### src/rtl/key_debounce.sv
// key_debounce: push-button conditioning for the LED blink/pattern logic.
// Synchronises a raw key, filters contact bounce and produces single-cycle
// press / release / long-press events plus a wrapping 8-bit press counter.
// Optional auto-repeat is compiled in when the macro KEY_REPEAT_EN is defined;
// without it key_repeat is a constant 0.
module key_debounce #(
   parameter int DEBOUNCE_CYCLES = 1_000_000,
   parameter int LONG_CYCLES     = 50_000_000,
   parameter int REPEAT_CYCLES   = 10_000_000,
   parameter int KEY_ACTIVE_LOW  = 1
) (
   input  logic       clk,
   input  logic       rst_n,
   input  logic       key_in,
   output logic       key_level,
   output logic       key_press,
   output logic       key_release,
   output logic       key_long,
   output logic       key_repeat,
   output logic [7:0] press_cnt
);

   localparam int DW   = (DEBOUNCE_CYCLES > 1) ? $clog2(DEBOUNCE_CYCLES) : 1;
   localparam int HMAX = (LONG_CYCLES > REPEAT_CYCLES) ? LONG_CYCLES : REPEAT_CYCLES;
   localparam int HW   = (HMAX > 1) ? $clog2(HMAX) : 1;

   localparam logic [DW-1:0] DCNT_LAST = DW'(DEBOUNCE_CYCLES - 1);
   localparam logic [HW-1:0] HCNT_LONG = HW'(LONG_CYCLES - 1);
   localparam logic [HW-1:0] HCNT_MAX  = '1;
   localparam logic          KEY_IDLE  = (KEY_ACTIVE_LOW != 0);

   typedef enum logic [1:0] {
      IDLE,
      FILTER_DN,
      DOWN,
      FILTER_UP
   } state_t;

   logic          sync1;
   logic          sync2;
   logic          pressed;
   state_t        state;
   state_t        state_nxt;
   logic [DW-1:0] dcnt;
   logic [DW-1:0] dcnt_nxt;
   logic [HW-1:0] hcnt;
   logic [HW-1:0] hcnt_nxt;
   logic          long_done;
   logic          long_done_nxt;
   logic          level_nxt;
   logic          press_nxt;
   logic          release_nxt;
   logic          long_nxt;
   logic [7:0]    cnt_nxt;

   assign pressed = sync2 ^ KEY_IDLE;

   // Two-flop synchroniser; reset parks both flops at the released key level
   always_ff @(posedge clk) begin
      if (!rst_n) begin
         sync1 <= KEY_IDLE;
         sync2 <= KEY_IDLE;
      end else begin
         sync1 <= key_in;
         sync2 <= sync1;
      end
   end

   // Next-state, counter and event decode for the debounce FSM
   always_comb begin
      state_nxt     = state;
      dcnt_nxt      = dcnt;
      hcnt_nxt      = hcnt;
      long_done_nxt = long_done;
      level_nxt     = key_level;
      press_nxt     = 1'b0;
      release_nxt   = 1'b0;
      long_nxt      = 1'b0;
      cnt_nxt       = press_cnt;

      if (state == DOWN || state == FILTER_UP) begin
         if (hcnt != HCNT_MAX) begin
            hcnt_nxt = hcnt + HW'(1);
         end
         if (!long_done && hcnt == HCNT_LONG) begin
            long_nxt      = 1'b1;
            long_done_nxt = 1'b1;
         end
      end

      case (state)
         IDLE: begin
            level_nxt = 1'b0;
            if (pressed) begin
               state_nxt = FILTER_DN;
               dcnt_nxt  = '0;
            end
         end
         FILTER_DN: begin
            if (!pressed) begin
               state_nxt = IDLE;
            end else if (dcnt == DCNT_LAST) begin
               state_nxt     = DOWN;
               press_nxt     = 1'b1;
               level_nxt     = 1'b1;
               cnt_nxt       = press_cnt + 8'd1;
               hcnt_nxt      = '0;
               long_done_nxt = 1'b0;
            end else begin
               dcnt_nxt = dcnt + DW'(1);
            end
         end
         DOWN: begin
            if (!pressed) begin
               state_nxt = FILTER_UP;
               dcnt_nxt  = '0;
            end
         end
         FILTER_UP: begin
            if (pressed) begin
               state_nxt = DOWN;
            end else if (dcnt == DCNT_LAST) begin
               state_nxt   = IDLE;
               release_nxt = 1'b1;
               level_nxt   = 1'b0;
            end else begin
               dcnt_nxt = dcnt + DW'(1);
            end
         end
         default: begin
            state_nxt = IDLE;
         end
      endcase
   end

   // State, counters and registered event outputs
   always_ff @(posedge clk) begin
      if (!rst_n) begin
         state       <= IDLE;
         dcnt        <= '0;
         hcnt        <= '0;
         long_done   <= 1'b0;
         key_level   <= 1'b0;
         key_press   <= 1'b0;
         key_release <= 1'b0;
         key_long    <= 1'b0;
         press_cnt   <= 8'd0;
      end else begin
         state       <= state_nxt;
         dcnt        <= dcnt_nxt;
         hcnt        <= hcnt_nxt;
         long_done   <= long_done_nxt;
         key_level   <= level_nxt;
         key_press   <= press_nxt;
         key_release <= release_nxt;
         key_long    <= long_nxt;
         press_cnt   <= cnt_nxt;
      end
   end

`ifdef KEY_REPEAT_EN
   localparam int RW = (REPEAT_CYCLES > 1) ? $clog2(REPEAT_CYCLES) : 1;
   localparam logic [RW-1:0] RCNT_LAST = RW'(REPEAT_CYCLES - 1);

   logic [RW-1:0] rcnt;
   logic [RW-1:0] rcnt_nxt;
   logic          repeat_nxt;

   // Repeat interval runs only while stably held in DOWN after the long press;
   // the long-press edge and any return from a release bounce restart it
   always_comb begin
      rcnt_nxt   = rcnt;
      repeat_nxt = 1'b0;
      if (long_nxt) begin
         rcnt_nxt = '0;
      end else if (state == DOWN && pressed && long_done) begin
         if (rcnt == RCNT_LAST) begin
            repeat_nxt = 1'b1;
            rcnt_nxt   = '0;
         end else begin
            rcnt_nxt = rcnt + RW'(1);
         end
      end else begin
         rcnt_nxt = '0;
      end
   end

   // Repeat counter and registered repeat pulse
   always_ff @(posedge clk) begin
      if (!rst_n) begin
         rcnt       <= '0;
         key_repeat <= 1'b0;
      end else begin
         rcnt       <= rcnt_nxt;
         key_repeat <= repeat_nxt;
      end
   end
`else
   assign key_repeat = 1'b0;
`endif

endmodule

### config.mk
export PLATFORM = sky130hd
export DESIGN_NAME = key_debounce
export DESIGN_NICKNAME = d
export VERILOG_FILES = /design/src/rtl/key_debounce.sv
export SDC_FILE = /design/constraint.sdc
export NUM_CORES = 1
export LEC_CHECK = 0
export BUFFER_PORTS_ARGS = -buffer_cell sky130_fd_sc_hd__buf_2
export CORE_MARGIN = 2
export CORE_UTILIZATION = 50
export CTS_CLUSTER_SIZE = 16
export DETAILED_ROUTE_END_ITERATION = 10
export PLACE_DENSITY = 0.67
export SYNTH_ARGS = -nofsm -noshare
export SYNTH_HDL_FRONTEND = slang
export SYNTH_SLANG_ARGS = --single-unit
### constraint.sdc
create_clock -name clk -period 2.74 [get_ports clk]
set_input_delay 0.411 -clock clk [delete_from_list [all_inputs] [get_ports clk]]
set_output_delay 0.411 -clock clk [all_outputs]
set_load 0.1 [all_outputs]
==> flow_results.org <==
** Synthesis
- Count of different cell masters after synthesis :: 46
- Flop and latch count out of synthesis :: 63
- The synthesized netlist occupies a cell area of between 3000 and 4000 sq um.
- Most used flip-flop cell after synthesis :: dfxtp_1
- Number of synthesized flops with an enable pin :: 0
- Counting every net in the synthesized netlist gives 360.
- Portion of the post-synthesis area used by sequential elements :: approximately two fifths
- Average instance area after synthesis :: slightly below 9 sq um
- Async set or reset register ratio after synthesis :: 0%
- In the synthesized netlist, the number of instances is between 300 and 400.
- Yosys printed 0 warnings.

** Floorplan
- In this run the standard cell core region covers 5920 sq um.
- Initial Util :: between 50% and 60%
- Die extent in x :: around 82 um
- From bottom edge to top edge, the die measures roughly 80 um.
- I/O pin count :: 16
- After floorplanning, the core was divided into 28 placement rows.
- DIE AREA :: around 6800 sq um

** Power
- Clock Power Share :: between 40% and 50%
- Switching fraction of total power :: 21.7%
- Internal power comes to between 1 and 1.5 mW.
- VDD IR-drop max :: 0.334 mV
- Combinational logic burns 1.9% of the power.
- P_leak :: 1.23 nW
- Dividing total power by cell area gives a power density of 538 nW/um^2.
- The share of total power dissipated in sequential elements is 50.3%.
- Total net switching power :: 0.398 mW

** Clock network
- Clock-pin slew was measured on the worst setup and hold paths at 0.07 ns.
- Insertion delay of the later-clocked pin in the worst-skew pair :: 0.34 ns
- Number of buffers created by CTS :: 9
- The tree built by TritonCTS fans out to 63 sinks.
- Count of instances resized after the clock tree is built :: 0
- Buffers inserted during post-CTS setup optimization :: 0
- No sink is reached through more buffers than the 2 on the longest clock path.
- Clock tree from TritonCTS :: done
- Number of levels the H-tree was split into :: 3
- The tree is rooted in a clkbuf_8.
- In this run, post-CTS hold repair placed 0 buffers.

** Routing
- For this run, design rule violations remaining after detail routing come to 0.
- Number of iterations in the first detailed-routing pass :: 4
- Routed WL per cell :: around 14 um
- After detailed routing, the number of vias per cell comes to 5.56.
- For this block, the initial DRC count from the detailed router was between 100 and 150.
- Wires add up to 6.08 mm.
- The detailed router placed 2502 vias in this run.
- Remaining antenna violation count after routing :: 0

** Worst hold path
- Terminating pin of the worst hold path :: sync1
- Worst hold start :: key_in
- The min-delay analysis places its worst path in the category primary input to flop.
- The worst hold path passes through 2 cells.

** Timing
- Hold Fails Final Rpt :: 0
- Final Slew Violations :: 0
- Max Clk Rate :: 421 MHz
- Setup total negative slack on the finished layout was measured at 0 ns.
- Clock tree skew after final layout :: 0.00816 ns
- Endpoints failing setup :: 0
- In this run the tightest slew margin relative to its limit is ~46%.
- Final hold analysis gives a worst-case slack of roughly 0.24 ns.
- For the finished layout, the period the worst path requires is roughly 2.4 ns.
- Slew at the pin closest to its max-slew limit :: 0.800 ns
- RSZ-0062 raised after global routing :: no
- Final worst path period share :: between 80 and 90%

** Cells and area
- In the final layout, the share of cells above drive strength 1 is between 10% and 20%.
- # diodes :: 0
- The final layout contains between 300 and 400 nets.
- Most common cell after layout, fill and taps aside :: dfxtp_1
- From synthesis to final layout, the design area changed by 11.0%.
- In the layout the commonest cells are dfxtp_1, nor2_1, xor2_1.

** Worst setup path
- For the worst setup path, the data arrival time is 2.60 ns.
- In this run the critical register-to-register path is launched from dcnt[6].
- Worst path max stage delay :: between 0.5 and 0.6 ns
- Category of the critical setup timing path :: flop to flop
- Across all register-to-register paths, the minimum setup slack is 0.36 ns.
- Cell with the largest stage delay on the worst path :: or4_1
- Of all nets on the critical path, the largest fanout is 27.
- The worst setup path is launched from a flop.
- CP Capture Type :: flop
- Cell breakdown of the critical path :: or4_1, or4_4, or4_4, nand2_4, nor3_1
- The most numerous cell type found on the critical path is or4_4.
- Measured in cells, the most critical reg-to-reg path has a length of 5.
- The number of buffers and inverters on the critical path is 0.
- Top delay family on crit path :: simple AND/OR/NAND/NOR gates
- Data required time at the worst endpoint :: 2.97 ns
- Reg-to-reg endpoint :: hcnt[16]

** Global routing
- The via count of the first global-routing pass is between 2k and 2.5k.
- Global route overflow :: 0
- The number of antenna violations at the first check in global routing was 0.
- Entering global routing, the biggest net connects 28 pins.
- In the global route stage, overall resource usage came out at between 10% and 20%.
- The first global-routing pass estimated between 10 and 15 mm of wire.

** Place
- Buffers placed on the I/O ports in this run total 14.
- HPWL after DPL :: roughly 4.1 mm
- Placer congestion estimate :: around 0.76

** Run
- Count of max-cap constraint violations :: 0

** Status
- Status :: completed
[kinds of logic (layout without fill, tap and decap cells)]
| group | Yosys count | after routing | synth area share (%) |
|---|---|---|---|
| compound gates | 47 | 47 | 10.4 |
| xor+xnor | 40 | 40 | 11.4 |
| fa+ha+maj | 3 | 3 | 1.22 |
| buf+inv | 26 | 47 | 4.32 |
| flops | 63 | 63 | 41.1 |
| mux | 7 | 7 | 2.28 |
| other cells | 1 | 1 | 0.122 |
| simple gates | 167 | 167 | 29.2 |
[worst max-delay path by stage]
stage | startpoint | endpoint | cells past startpoint
2_1_floorplan | dcnt[7] | hcnt[20] | 6
3_3_place_gp | dcnt[7] | hcnt[16] | 5
3_5_place_dp | dcnt[7] | hcnt[16] | 5
4_1_cts | dcnt[6] | hcnt[16] | 5
5_1_grt | hcnt[0] | hcnt[23] | 6
6_report | dcnt[6] | hcnt[16] | 5
[metal layers]
layer	GRT usage [%]	wire, um	vias to the layer above
met4	8.50	106	0
li1	-	-	1299
met1	25.3	3020	1142
met3	4.46	258	10
met5	0	0	-
met2	30.9	2700	51
[cell type report]
class | instances | area [sq um]
fillers | 529 | 2510
multi-input cells | 265 | 1680
flip-flops and latches | 63 | 1260
repair buffers | 22 | 130
clock buffers | 10 | 128
well taps | 75 | 93.8
clock inverters | 6 | 85.1
inverters | 9 | 33.8
[power groups by stage]
| stage | logic, mW | registers (mW) | clock network, mW |
|---|---|---|---|
| CTS | 0.0354 | 0.921 | 0.896 |
| floorplan | 0.0338 | 0.940 | 0 |
| global route | 0.0385 | 0.921 | 0.933 |
| global placement | 0.0350 | 0.942 | 0 |
| detailed placement | 0.0354 | 0.942 | 0 |
| finish | 0.0349 | 0.921 | 0.876 |
[sequential cells by signal, summed over array words and instances, names as in the netlist, named ones only]
name         flops
press_cnt        8
long_done        1
hcnt            26
key_release      1
sync1            1
key_long         1
sync2            1
state            1
key_level        1
key_press        1
dcnt            20
[synth_stat cells (2+ instances only)]
| cell | count | share of area [%] |
|---|---|---|
| dfxtp_1 | 63 | 41 |
| nor2_1 | 57 | 7.0 |
| xor2_1 | 31 | 8.8 |
| nand2_1 | 21 | 2.6 |
| nand3_1 | 15 | 2.4 |
| nand4_1 | 15 | 3.1 |
| o2111ai_1 | 12 | 3.4 |
| clkbuf_1 | 11 | 1.3 |
| nor3_1 | 10 | 1.6 |
| o21ai_0 | 10 | 1.6 |
| and3_1 | 9 | 1.8 |
| inv_1 | 9 | 1.1 |
| xnor2_1 | 9 | 2.6 |
| a21oi_1 | 8 | 1.3 |
| nand2b_1 | 8 | 1.6 |
| mux2i_1 | 7 | 2.3 |
| and4_1 | 6 | 1.7 |
| o211ai_1 | 6 | 1.5 |
| or3_1 | 5 | 1.0 |
| a211oi_1 | 3 | 0.73 |
| ha_1 | 3 | 1.2 |
| nor4b_1 | 3 | 0.86 |
| o21ai_1 | 3 | 0.49 |
| or4_1 | 3 | 0.73 |
| buf_8 | 2 | 0.98 |
| nand3b_1 | 2 | 0.49 |
| nand4b_1 | 2 | 0.57 |
| nor4_1 | 2 | 0.41 |
| or4_4 | 2 | 0.73 |
[stage by stage]
| step | setup WS [ns] | power, mW | instance area, sq um | util (%) | std cells |
|---|---|---|---|---|---|
| after floorplan | 0.498 | 0.974 | 3070 | - | 354 |
| final | 0.363 | 1.83 | 3410 | 57.5 | 450 |
| after global routing | 0.202 | 1.89 | 3410 | 57.5 | 450 |
| after CTS | 0.345 | 1.85 | 3410 | 57.5 | 450 |
| after global placement | 0.391 | 0.977 | 3190 | 54.0 | 434 |
| after detailed placement | 0.358 | 0.977 | 3190 | 54.0 | 434 |
[worst register-to-register path, cell delays in order (launching register included)]
cell and delay (ns):
dfxtp_1 0.37, or4_1 0.54, or4_4 0.52, or4_4 0.46, nand2_4 0.26, nor3_1 0.11
(Power assumes the default switching activity.)
